$ cat config.mk
export PLATFORM = sky130hd
export DESIGN_NAME = frame_info_fifo
export DESIGN_NICKNAME = d
export VERILOG_FILES = /design/src/rtl/frame_info_fifo.sv
export SDC_FILE = /design/constraint.sdc
export NUM_CORES = 1
export LEC_CHECK = 0
export CORE_MARGIN = 2
export CORE_UTILIZATION = 50
export CTS_CLUSTER_SIZE = 24
export DETAILED_ROUTE_END_ITERATION = 10
export PLACE_DENSITY_LB_ADDON = 0.08
export RECOVER_POWER = 100
export SYNTH_ARGS = -nofsm -noshare
export SYNTH_HDL_FRONTEND = slang
export SYNTH_SLANG_ARGS = --single-unit
$ cat constraint.sdc
create_clock -name I_clk -period 6.4 [get_ports I_clk]
set_input_delay 1.28 -clock I_clk [delete_from_list [all_inputs] [get_ports I_clk]]
set_output_delay 1.28 -clock I_clk [all_outputs]
set_load 0.01 [all_outputs]
$ cat src/rtl/frame_info_fifo.sv
// Purpose: DEPTH-entry ring of per-frame info records, with geometry stability qualification.
// Latency: capture visible on head outputs one cycle after the capture edge; pop advances head in one cycle.
// Backpressure: none upstream; a push into a full ring overwrites the oldest entry and sets sticky O_overflow.
module frame_info_fifo #(
    parameter int MAX_WIDTH     = 1920,
    parameter int MAX_HEIGHT    = 1080,
    parameter int DEPTH         = 4,
    parameter int STABLE_FRAMES = 3,
    localparam int WW = $clog2(MAX_WIDTH),
    localparam int HW = $clog2(MAX_HEIGHT),
    localparam int AW = $clog2(DEPTH)
) (
    input  logic          I_clk,
    input  logic          I_rst_n,
    input  logic          I_capture,
    input  logic [WW-1:0] I_image_width,
    input  logic [HW-1:0] I_image_height,
    input  logic          I_image_valid,
    input  logic          I_hs_detected,
    input  logic          I_vs_detected,
    input  logic          I_rd_en,
    input  logic          I_clear_overflow,
    output logic          O_rd_valid,
    output logic [WW-1:0] O_image_width,
    output logic [HW-1:0] O_image_height,
    output logic          O_image_valid,
    output logic          O_hs_detected,
    output logic          O_vs_detected,
    output logic [7:0]    O_frame_id,
    output logic          O_stable,
    output logic          O_changed,
    output logic [AW:0]   O_count,
    output logic          O_overflow
);

    typedef struct packed {
        logic [WW-1:0] width;
        logic [HW-1:0] height;
        logic          valid;
        logic          hs;
        logic          vs;
        logic [7:0]    frame_id;
        logic          stable;
        logic          changed;
    } entry_t;

    localparam logic [AW:0] FULL_C   = (AW+1)'(DEPTH);
    localparam logic [3:0]  STABLE_C = 4'(STABLE_FRAMES);

    entry_t        mem_q [DEPTH];
    entry_t        mem_d [DEPTH];
    entry_t        head_q, head_d;
    entry_t        new_entry;
    logic [AW-1:0] wr_ptr_q, wr_ptr_d;
    logic [AW-1:0] rd_ptr_q, rd_ptr_d;
    logic [AW:0]   count_q, count_d;
    logic          overflow_q, overflow_d;
    logic [7:0]    frame_id_q, frame_id_d;
    logic [3:0]    stab_cnt_q, stab_cnt_d;
    logic          first_q, first_d;
    logic [WW-1:0] prev_width_q, prev_width_d;
    logic [HW-1:0] prev_height_q, prev_height_d;
    logic          prev_valid_q, prev_valid_d;

    logic          geom_match;
    logic          do_pop;
    logic          ovf_event;

    // Build the record for this capture and advance frame ID / stability tracking.
    always_comb begin
        frame_id_d    = frame_id_q;
        stab_cnt_d    = stab_cnt_q;
        first_d       = first_q;
        prev_width_d  = prev_width_q;
        prev_height_d = prev_height_q;
        prev_valid_d  = prev_valid_q;
        // hs/vs deliberately excluded: sync flags may flicker without a geometry change
        geom_match    = !first_q
                        && (I_image_width  == prev_width_q)
                        && (I_image_height == prev_height_q)
                        && (I_image_valid  == prev_valid_q);
        new_entry     = '0;
        if (I_capture) begin
            if (geom_match) begin
                stab_cnt_d = (stab_cnt_q >= STABLE_C) ? STABLE_C : stab_cnt_q + 4'd1;
            end else begin
                stab_cnt_d = 4'd1;
            end
            frame_id_d    = frame_id_q + 8'd1;
            first_d       = 1'b0;
            prev_width_d  = I_image_width;
            prev_height_d = I_image_height;
            prev_valid_d  = I_image_valid;
        end
        new_entry.width    = I_image_width;
        new_entry.height   = I_image_height;
        new_entry.valid    = I_image_valid;
        new_entry.hs       = I_hs_detected;
        new_entry.vs       = I_vs_detected;
        new_entry.frame_id = frame_id_q;
        new_entry.stable   = (stab_cnt_d >= STABLE_C) && I_image_valid;
        new_entry.changed  = !geom_match;
    end

    // Ring pointer/count update, overflow tracking and registered head selection.
    always_comb begin
        mem_d      = mem_q;
        wr_ptr_d   = wr_ptr_q;
        rd_ptr_d   = rd_ptr_q;
        count_d    = count_q;
        ovf_event  = 1'b0;
        // pop on an empty ring is ignored, including when a push arrives the same cycle
        do_pop     = I_rd_en && (count_q != '0);
        if (I_capture) begin
            mem_d[wr_ptr_q] = new_entry;
            wr_ptr_d        = wr_ptr_q + 1'b1;
        end
        if (I_capture && do_pop) begin
            rd_ptr_d = rd_ptr_q + 1'b1;
        end else if (I_capture) begin
            if (count_q == FULL_C) begin
                // keep the newest data: drop the oldest entry
                rd_ptr_d  = rd_ptr_q + 1'b1;
                ovf_event = 1'b1;
            end else begin
                count_d = count_q + 1'b1;
            end
        end else if (do_pop) begin
            rd_ptr_d = rd_ptr_q + 1'b1;
            count_d  = count_q - 1'b1;
        end
        // set wins over clear when both happen together
        if (ovf_event) begin
            overflow_d = 1'b1;
        end else if (I_clear_overflow) begin
            overflow_d = 1'b0;
        end else begin
            overflow_d = overflow_q;
        end
        // head holds the last popped entry once the ring drains
        head_d = (count_d != '0) ? mem_d[rd_ptr_d] : head_q;
    end

    // State registers; history (frame ID, stability, previous geometry) only clears on reset.
    always_ff @(posedge I_clk or negedge I_rst_n) begin
        if (!I_rst_n) begin
            for (int i = 0; i < DEPTH; i++) begin
                mem_q[i] <= '0;
            end
            head_q        <= '0;
            wr_ptr_q      <= '0;
            rd_ptr_q      <= '0;
            count_q       <= '0;
            overflow_q    <= 1'b0;
            frame_id_q    <= '0;
            stab_cnt_q    <= '0;
            first_q       <= 1'b1;
            prev_width_q  <= '0;
            prev_height_q <= '0;
            prev_valid_q  <= 1'b0;
        end else begin
            mem_q         <= mem_d;
            head_q        <= head_d;
            wr_ptr_q      <= wr_ptr_d;
            rd_ptr_q      <= rd_ptr_d;
            count_q       <= count_d;
            overflow_q    <= overflow_d;
            frame_id_q    <= frame_id_d;
            stab_cnt_q    <= stab_cnt_d;
            first_q       <= first_d;
            prev_width_q  <= prev_width_d;
            prev_height_q <= prev_height_d;
            prev_valid_q  <= prev_valid_d;
        end
    end

    assign O_rd_valid     = (count_q != '0);
    assign O_count        = count_q;
    assign O_overflow     = overflow_q;
    assign O_image_width  = head_q.width;
    assign O_image_height = head_q.height;
    assign O_image_valid  = head_q.valid;
    assign O_hs_detected  = head_q.hs;
    assign O_vs_detected  = head_q.vs;
    assign O_frame_id     = head_q.frame_id;
    assign O_stable       = head_q.stable;
    assign O_changed      = head_q.changed;

endmodule

==> out/qor.yml <==
power_and_ir_drop:
  ir_drop_mv: 0.307
  cellInternalPower_mw: 4.16
  p_clk_share_pct: 21.5
  power_density_nw_per_um2: 540
  power_switching_mw: 1.89
  pwr-share-seq_pct: 36.5
  p_leak_nw: 4.79
  total_power_mw: 6.05
  swShare_pct: 31.2
  pwr-share-comb_pct: 42.0
synthesis:
  seq_area_frac_synth_pct: 56.1
  syn_area_um2: 9770
  synth_cells: 611
  ys.warnings.count: 0
  synth_largest_area_cell: "dfrtp_1"
  syn_avg_cell_area_um2: 16.0
  synth_edf_count: 0
  synth_cell_type_count: 53
  ys_ff_latch: 219
  synth_common_cells: "dfrtp_1 (218), mux2_2 (148), mux4_2 (32)"
  synthTopCellsByArea: "dfrtp_1 (56%), mux2_2 (17%), mux4_2 (7.4%)"
  synth.top_cell.area_share_pct: 55.8
  mappedNetlistNets: 650
  yosysMostFrequentCell: "dfrtp_1"
  synthArstFlopShare_pct: 100
  ys.flop_type: "dfrtp_1"
die:
  die_w_um: 144
  die-height_um: 144
  die_area_um2: 20700
  core_area_um2: 19300
  row_count: 51
  io_pins: 70
  start_util_pct: 50.5
critical_path:
  reg2reg_from: "O_count[0]"
  crit_required_ns: 6.79
  crit_start: "I_capture"
  critPathSlowestCell: "nand2_1"
  crit_type: "in2reg"
  start_kind: "input pin"
  endpoint_kind: "flip-flop"
  cp_common_cell: "mux2_1"
  arrival_ns: 5.33
  crit_chain: "clkbuf_1, buf_4, nand2_1, mux2_1, mux4_2, mux2_1"
  critical-path-max-stage-delay_ns: 1.33
  cp_max_fo: 46
global_route:
  grt_pass1_vias: 5784
  grt_max_degree: 89
  antenna_found_initial: 0
  grt.total_usage_pct: 19.5
  grt-ovfl-total: 0
  grt_pass1_wl_mm: 31.6
clock_network:
  post_cts_buffers: 0
  clockBufferDepth: 3
  cts_sinks: 219
  root_buffer: "clkbuf_16"
  clkTransAtPathRegs_ns: 0.06
  ctsHoldBuffers: 0
  cts_buffers: 24
  cts_tree: "built"
  cts_resized: 0
  clock_latency_ns: 0.51
  htree_levels: 1
timing:
  tightest_slew_ns: 2.06
  rsz0062_at_grt: "false"
  slew_headroom_pct: -37.7
  drv_slew: 147
  hold_violations: 0
  fin_setup_tns_ns: 0
  fin_crit_ns: 4.94
  timing.fmax_mhz: 202
  post-route-period-util_pct: 77.2
  fin_skew_ns: 0.0110
  finalSetupViolCount: 0
final_layout:
  finalInstanceArea_um2: 11200
  area_growth_pct: 14.7
  nNetsFinal: 719
  drive_gt1_share_pct: 25.9
  antenna_cells: 0
drt:
  drtPass1Iterations: 4
  wire_per_inst_um: 19.8
  viasPerCell: 5.53
  drtIter0Drc: 224
  num_vias: 5299
  drc_errors: 0
  ant_nets: 0
  wirelength_mm: 19.0
job:
  maxCapViolations: 4
outcome:
  status: "finished with violations"
  violations: "capacitance limit, slew limit"
placement:
  numPortBuffers: 69
  dpl.hpwl_mm: 11.4
  placed_area_um2: 10600
  gp_routability_congestion: 0.747
min_path:
  hold_class: "reg2reg"
  hp-start: "mem_q[1]"
-- cell type report --
class | instances | area (um2)
clock buffer | 35 | 683
multi-input combinational | 351 | 3880
clock inverter | 5 | 56.3
sequential | 219 | 5480
fill | 1560 | 8130
tap | 265 | 332
inverter | 10 | 42.5
timing repair buffer | 74 | 727
-- placed cells by master, fill, tap and decap left out, types with 2 or more instances in the layout --
cell type | synthesis | routed
dlygate4sd3_1 | 0 | 42
nor2_1 | 5 | 5
clkbuf_8 | 0 | 2
ha_1 | 9 | 9
a311oi_1 | 3 | 3
a21oi_2 | 2 | 2
o211ai_1 | 3 | 3
inv_1 | 8 | 9
buf_4 | 3 | 5
nand3_1 | 4 | 4
xnor2_1 | 10 | 10
clkbuf_16 | 0 | 25
mux4_2 | 32 | 32
nor2b_1 | 3 | 3
mux2_4 | 28 | 5
clkinv_2 | 0 | 2
mux2_1 | 15 | 92
clkbuf_1 | 3 | 9
nor3_1 | 2 | 3
mux2i_1 | 4 | 4
nand4_1 | 4 | 4
mux2_2 | 148 | 94
a21oi_1 | 4 | 4
dfrtp_1 | 218 | 218
clkdlybuf4s50_1 | 0 | 25
nand2_1 | 12 | 17
xor2_1 | 22 | 22
nor4_1 | 4 | 4
o21ai_0 | 7 | 8
a31oi_1 | 6 | 6
-- cells by family after synthesis --
kind of cell | Yosys count | synth area share (%)
fa+ha+maj | 9 | 1.15
mux | 228 | 31.1
buf+inv | 41 | 3.05
compound gates | 32 | 2.28
xor+xnor | 34 | 3.32
simple gates | 48 | 2.95
flops | 219 | 56.1
-- power groups by stage --
stage	logic [mW]	registers [mW]	clock network (mW)
floorplan	2.21	2.22	0
global placement	2.80	2.21	0
detailed placement	2.89	2.25	0
CTS	2.90	2.23	1.34
global route	2.78	2.28	1.40
finish	2.54	2.21	1.30
-- state kept, by name, indices dropped and copies added (netlist names), 2 cells and up --
register / flops
O_count: 3
O_frame_id: 8
O_image_height: 11
O_image_width: 11
frame_id_q: 8
mem_q: 140
prev_height_q: 11
prev_width_q: 11
rd_ptr_q: 2
stab_cnt_q: 4
wr_ptr_q: 2
-- final timing paths --
path | end | slack, ns | depth (start not counted)
max | O_image_width[8] | 1.46 | 6
min | mem_q[1] | 0.47 | 2
max reg2reg | O_image_width[10] | 2.66 | 9
min in group asynchronous | mem_q[90] | 0.79 | 1
max in group asynchronous | stab_cnt_q[0] | 4.29 | 2
min reg2reg | mem_q[1] | 0.47 | 2
-- per-layer routing --
layer | global-route usage, % | share of wire (%) | wire length [um] | vias up
met4 | 4.08 | 1.5 | 282 | 0
met2 | 32.2 | 49 | 9280 | 89
met5 | 0 | 0 | 0 | -
met3 | 2.90 | 3.7 | 707 | 28
met1 | 27.8 | 46 | 8750 | 2811
li1 | - | - | - | 2371
-- worst max-delay path: cells and delay by family --
| family | cells | cell delay (ns) |
|---|---|---|
| muxes | 3 | 1.58 |
| and+or+nand+nor | 1 | 1.33 |
| buffers and inverters | 2 | 1.11 |
-- stage by stage --
step,hold WS [ns],util (%),instances,setup WS (ns)
finish,0.473,57.9,959,1.46
global route,0.500,57.9,959,1.20
CTS,0.481,58.6,959,2.52
detailed placement,0.469,54.8,919,2.03
global placement,0.457,54.8,919,2.08
floorplan,0.444,-,611,3.34
(Power assumes the default switching activity.)
